$ cat src/rtl/mips_pkg.sv
// mips_pkg: shared fetch-path constants and the fetch-packet type
package mips_pkg;
    localparam logic [31:0] RESET_PC  = 32'h0000_3000;
    localparam logic [31:0] NOP_INSTR = 32'h0000_0000;
    typedef struct packed {
        logic [31:0] pc;
        logic [31:0] instr;
    } fetch_pkt_t;
endpackage

$ cat src/rtl/instr_fetch_queue_storage.sv
// fq_storage: DEPTH x 64-bit register array, one write port, one async read port
module fq_storage
    import mips_pkg::*;
#(
    parameter int DEPTH = 4,
    localparam int PTR_W = $clog2(DEPTH)
) (
    input  logic             clk,
    input  logic             we,
    input  logic [PTR_W-1:0] waddr,
    input  fetch_pkt_t       wdata,
    input  logic [PTR_W-1:0] raddr,
    output fetch_pkt_t       rdata
);
    fetch_pkt_t r_mem [DEPTH];
    // Capture the pushed packet; contents are never cleared, occupancy lives in the parent
    always_ff @(posedge clk) begin
        if (we) r_mem[waddr] <= wdata;
    end
    assign rdata = r_mem[raddr];
endmodule

$ cat src/rtl/instr_fetch_queue.sv
// instr_fetch_queue: fetch-to-decode FIFO of {pc, instr} pairs with flush on redirect
module instr_fetch_queue
    import mips_pkg::*;
#(
    parameter int DEPTH = 4,
    localparam int PTR_W = $clog2(DEPTH)
) (
    input  logic             clk,
    input  logic             reset,
    input  logic             flush,
    input  logic             f_valid,
    input  logic [31:0]      f_pc,
    input  logic [31:0]      f_instr,
    output logic             f_ready,
    output logic             d_valid,
    output logic [31:0]      d_pc,
    output logic [31:0]      d_instr,
    input  logic             d_ready,
    output logic [PTR_W:0]   count
);
    localparam logic [PTR_W:0] FULL = (PTR_W+1)'(DEPTH);
    logic [PTR_W-1:0] r_wr_ptr;
    logic [PTR_W-1:0] r_rd_ptr;
    logic [PTR_W:0]   r_count;
    logic             w_push;
    logic             w_pop;
    fetch_pkt_t       w_head;

    fq_storage #(.DEPTH(DEPTH)) u_storage (
        .clk   (clk),
        .we    (w_push),
        .waddr (r_wr_ptr),
        .wdata ({f_pc, f_instr}),
        .raddr (r_rd_ptr),
        .rdata (w_head)
    );

    // Handshake and head presentation; a flushing cycle hides the head so decode cannot consume it
    always_comb begin
        f_ready = r_count != FULL;
        d_valid = (r_count != '0) & ~flush;
        w_push  = f_valid & f_ready & ~flush;
        w_pop   = d_valid & d_ready;
        d_pc    = d_valid ? w_head.pc : 32'h0000_0000;
        d_instr = d_valid ? w_head.instr : NOP_INSTR;
        count   = r_count;
    end

    // Pointer and occupancy update; reset beats flush, flush beats push/pop
    always_ff @(posedge clk) begin
        if (reset) begin
            r_wr_ptr <= '0;
            r_rd_ptr <= '0;
            r_count  <= '0;
        end else if (flush) begin
            r_rd_ptr <= r_wr_ptr;
            r_count  <= '0;
        end else begin
            if (w_push) r_wr_ptr <= r_wr_ptr + 1'b1;
            if (w_pop) r_rd_ptr <= r_rd_ptr + 1'b1;
            r_count <= r_count + {{PTR_W{1'b0}}, w_push} - {{PTR_W{1'b0}}, w_pop};
        end
    end
endmodule

$ cat config.mk
export PLATFORM = sky130hd
export DESIGN_NAME = instr_fetch_queue
export DESIGN_NICKNAME = d
export VERILOG_FILES = /design/src/rtl/mips_pkg.sv /design/src/rtl/instr_fetch_queue_storage.sv /design/src/rtl/instr_fetch_queue.sv
export SDC_FILE = /design/constraint.sdc
export NUM_CORES = 1
export LEC_CHECK = 0
export ABC_AREA = 1
export BUFFER_PORTS_ARGS = -buffer_cell sky130_fd_sc_hd__buf_2
export CORE_UTILIZATION = 55
export CTS_CLUSTER_SIZE = 25
export DETAILED_ROUTE_END_ITERATION = 8
export PLACE_DENSITY = 0.86
export SKIP_CTS_REPAIR_TIMING = 1
export SLEW_MARGIN = 20
export SYNTH_ARGS = -nofsm -noshare
export SYNTH_HDL_FRONTEND = slang
export SYNTH_HIERARCHICAL = 1
export SYNTH_SLANG_ARGS = --single-unit
$ cat constraint.sdc
create_clock -name clk -period 16.35 [get_ports clk]
set_input_delay 3.27 -clock clk [delete_from_list [all_inputs] [get_ports clk]]
set_output_delay 3.27 -clock clk [all_outputs]
set_load 0.02 [all_outputs]
==> impl_metrics.env <==
export IMPL_first_global_vias=7586
export IMPL_dieArea_mm2=0.0220
export IMPL_rrSetupSlack_ps=14220
export IMPL_cp_arrival_ps=4510
export IMPL_crit_family="simple AND/OR/NAND/NOR gates"
export IMPL_placed_area_mm2=0.0126
export IMPL_synth_seq_cells=263
export IMPL_htree_num_levels=1
export IMPL_start_util_pct=56.1
export IMPL_grt_overflow_total=0
export IMPL_fin_skew_ps=11.9
export IMPL_final_cell_mix="inv_1 (332), nand2_1 (330), edfxtp_1 (256)"
export IMPL_port_buffers=137
export IMPL_grt_setup_unrepaired="no"
export IMPL_hold_ws_ps=581
export IMPL_ir_drop_v=0.0000653
export IMPL_min_to="r_wr_ptr[1]"
export IMPL_ys_types=24
export IMPL_cts_buffers=26
export IMPL_fmax_ghz=0.128
export IMPL_slowest_stage="nand2_4"
export IMPL_synth_net_count=1271
export IMPL_relSlewSlack_pct=26.6
export IMPL_whs_path_depth=2
export IMPL_path_class="in -> out"
export IMPL_grt_pass1_wl_mm=36.4
export IMPL_drtIter0Drc=545
export IMPL_min_period_over_period_pct=47.6
export IMPL_stdcell_area_mm2=0.0134
export IMPL_r2r_end="count[2]"
export IMPL_start_kind="input pin"
export IMPL_cp_required_ps=13080
export IMPL_drt_pass1_iterations=6
export IMPL_rr_startpoint="count[1]"
export IMPL_outcome="finished, final reports clean"
export IMPL_grt_antenna_before_repair=2
export IMPL_wl_per_cell_um=14.2
export IMPL_viasPerCell=4.83
export IMPL_setup_ws_ps=8570
export IMPL_layout_commonest_cell="inv_1"
export IMPL_drive_above_1_share_pct=15.8
export IMPL_die_height_um=148
export IMPL_slew_viol_final=0
export IMPL_ys_seq_area_share_pct=66.6
export IMPL_nets=1400
export IMPL_grt_start_max_net_pins=99
export IMPL_post_route_util_pct=63.7
export IMPL_min_from="r_wr_ptr[1]"
export IMPL_clock_root_buffer="clkbuf_16"
export IMPL_maxCapViolCount=0
export IMPL_drcViolationCount=0
export IMPL_clock_sinks=263
export IMPL_setup_viol=0
export IMPL_placeableCoreArea_mm2=0.0210
export IMPL_die_w_um=148
export IMPL_clk_latency_ps=510
export IMPL_path_max_fanout=65
export IMPL_n_fill_cell=1581
export IMPL_path_common_cell="buf_2"
export IMPL_std_cell_rows=53
export IMPL_slowest_delay_ps=450
export IMPL_clk_path_buf_depth=3
export IMPL_r2r_cells=11
export IMPL_hold_viol=0
export IMPL_p_per_area_mw_per_mm2=104
export IMPL_path_cells="buf_2, inv_2, nand2_4, nor2_1, buf_2"
export IMPL_dpl_worst_slack_ps=8590
export IMPL_area_delta_synth_final_pct=13.6
export IMPL_tritoncts="built"
export IMPL_antenna_left=0
export IMPL_routed_wl_mm=23.1
export IMPL_tightest_slew_ps=1100
export IMPL_min_path_type="reg -> reg"
export IMPL_synth_cells=1199
export IMPL_path_buf_inv=3
export IMPL_yosys_warnings=6
export IMPL_grt_use_total_pct=21.2
export IMPL_hpwl_mm=13.1
export IMPL_period_minus_slack_ps=7780
export IMPL_fin_tns_setup_ps=0
export IMPL_cts_reportedPaths_clkPinSlew_ps=60
export IMPL_syn_avg_cell_area_um2=9.80
export IMPL_syn_area_mm2=0.0118
export IMPL_leakagePower_nw=6.52
export IMPL_pin_count=138
export IMPL_place_congestion=0.716
export IMPL_cp_startpoint="flush"
export IMPL_cp_end_kind="output port"
export IMPL_num_vias=7832
through the flow:
| step | cells | power (mW) |
|---|---|---|
| CTS | 1620 | 1.40 |
| finish | 1621 | 1.39 |
| detailed placement | 1575 | 0.881 |
| global route | 1620 | 1.45 |
| floorplan | 1199 | 0.847 |
| global placement | 1575 | 0.876 |
how the worst max path moves through the flow:
stage	slack, ps	depth (start not counted)	end
floorplan	7810	5	u_storage/r_mem[1][0]
global placement	8710	5	d_pc[22]
detailed placement	8590	5	d_instr[10]
CTS	8550	5	d_pc[30]
global route	8470	5	d_pc[30]
finish	8570	5	d_pc[30]
state kept, by name, indices dropped and copies added (netlist names):
| name | flops |
|---|---|
| u_storage/r_mem | 256 |
| r_wr_ptr | 2 |
| count | 3 |
| r_rd_ptr | 2 |
power breakdown:
| group | switching, mW | internal [mW] | total, mW |
|---|---|---|---|
| Combinational | 0.0734 | 0.0320 | 0.105 |
| Clock | 0.229 | 0.298 | 0.527 |
| Sequential | 0.00705 | 0.754 | 0.761 |
worst min-delay path, delay by kind of cell (launching register included):
family / cells / cell delay, ps
compound gates: 1 / 60
flops: 1 / 380
simple gates: 1 / 90
routing by layer:
layer  share of wire (%)  GRT usage [%]  vias up
met2                  52           37.9      287
met3                 7.7           3.65       32
met5               0.056              0        -
met4                 1.5           6.39        2
met1                  39           26.2     3608
li1                    -              -     3903
cells in the mapped netlist:
library cell | count | area, um2
buf_4 | 14 | 105
dfxtp_1 | 7 | 140
or2_1 | 1 | 6.26
nand3_2 | 1 | 10.0
ha_1 | 2 | 25.0
o21ai_0 | 2 | 10.0
fa_1 | 1 | 20.0
xnor2_1 | 1 | 8.76
clkbuf_1 | 4 | 15.0
inv_2 | 4 | 15.0
nand3_1 | 131 | 656
nor2_2 | 21 | 131
o21ai_1 | 1 | 5.00
buf_6 | 6 | 67.6
nand2_1 | 331 | 1240
nor2_1 | 50 | 188
edfxtp_1 | 256 | 7690
buf_1 | 2 | 7.51
buf_2 | 22 | 110
a21oi_1 | 4 | 20.0
inv_1 | 332 | 1250
nor3_1 | 4 | 20.0
xor2_1 | 1 | 8.76
or2_2 | 1 | 6.26
layout make-up:
type | instances | area, um2 | area share (%)
sequential | 263 | 7830 | 58.7
multi-input combinational | 552 | 2380 | 17.9
inverter | 336 | 1260 | 9.46
timing repair buffer | 149 | 776 | 5.81
clock buffer | 32 | 694 | 5.20
tap | 275 | 344 | 2.58
clock inverter | 13 | 55.1 | 0.412
antenna | 1 | 2.50 | 0.0187
cells by family after synthesis:
logic type                 after synthesis  share of synthesized area (%)
AOI/OAI and AO/OA                        7                          0.298
xor gates and xnor gates                 2                          0.149
adders and majority gates                3                          0.383
buffers and inverters                  384                           13.3
DFF                                    263                           66.6
and+or+nand+nor                        540                           19.2
Power figures use the tool's default switching activity.
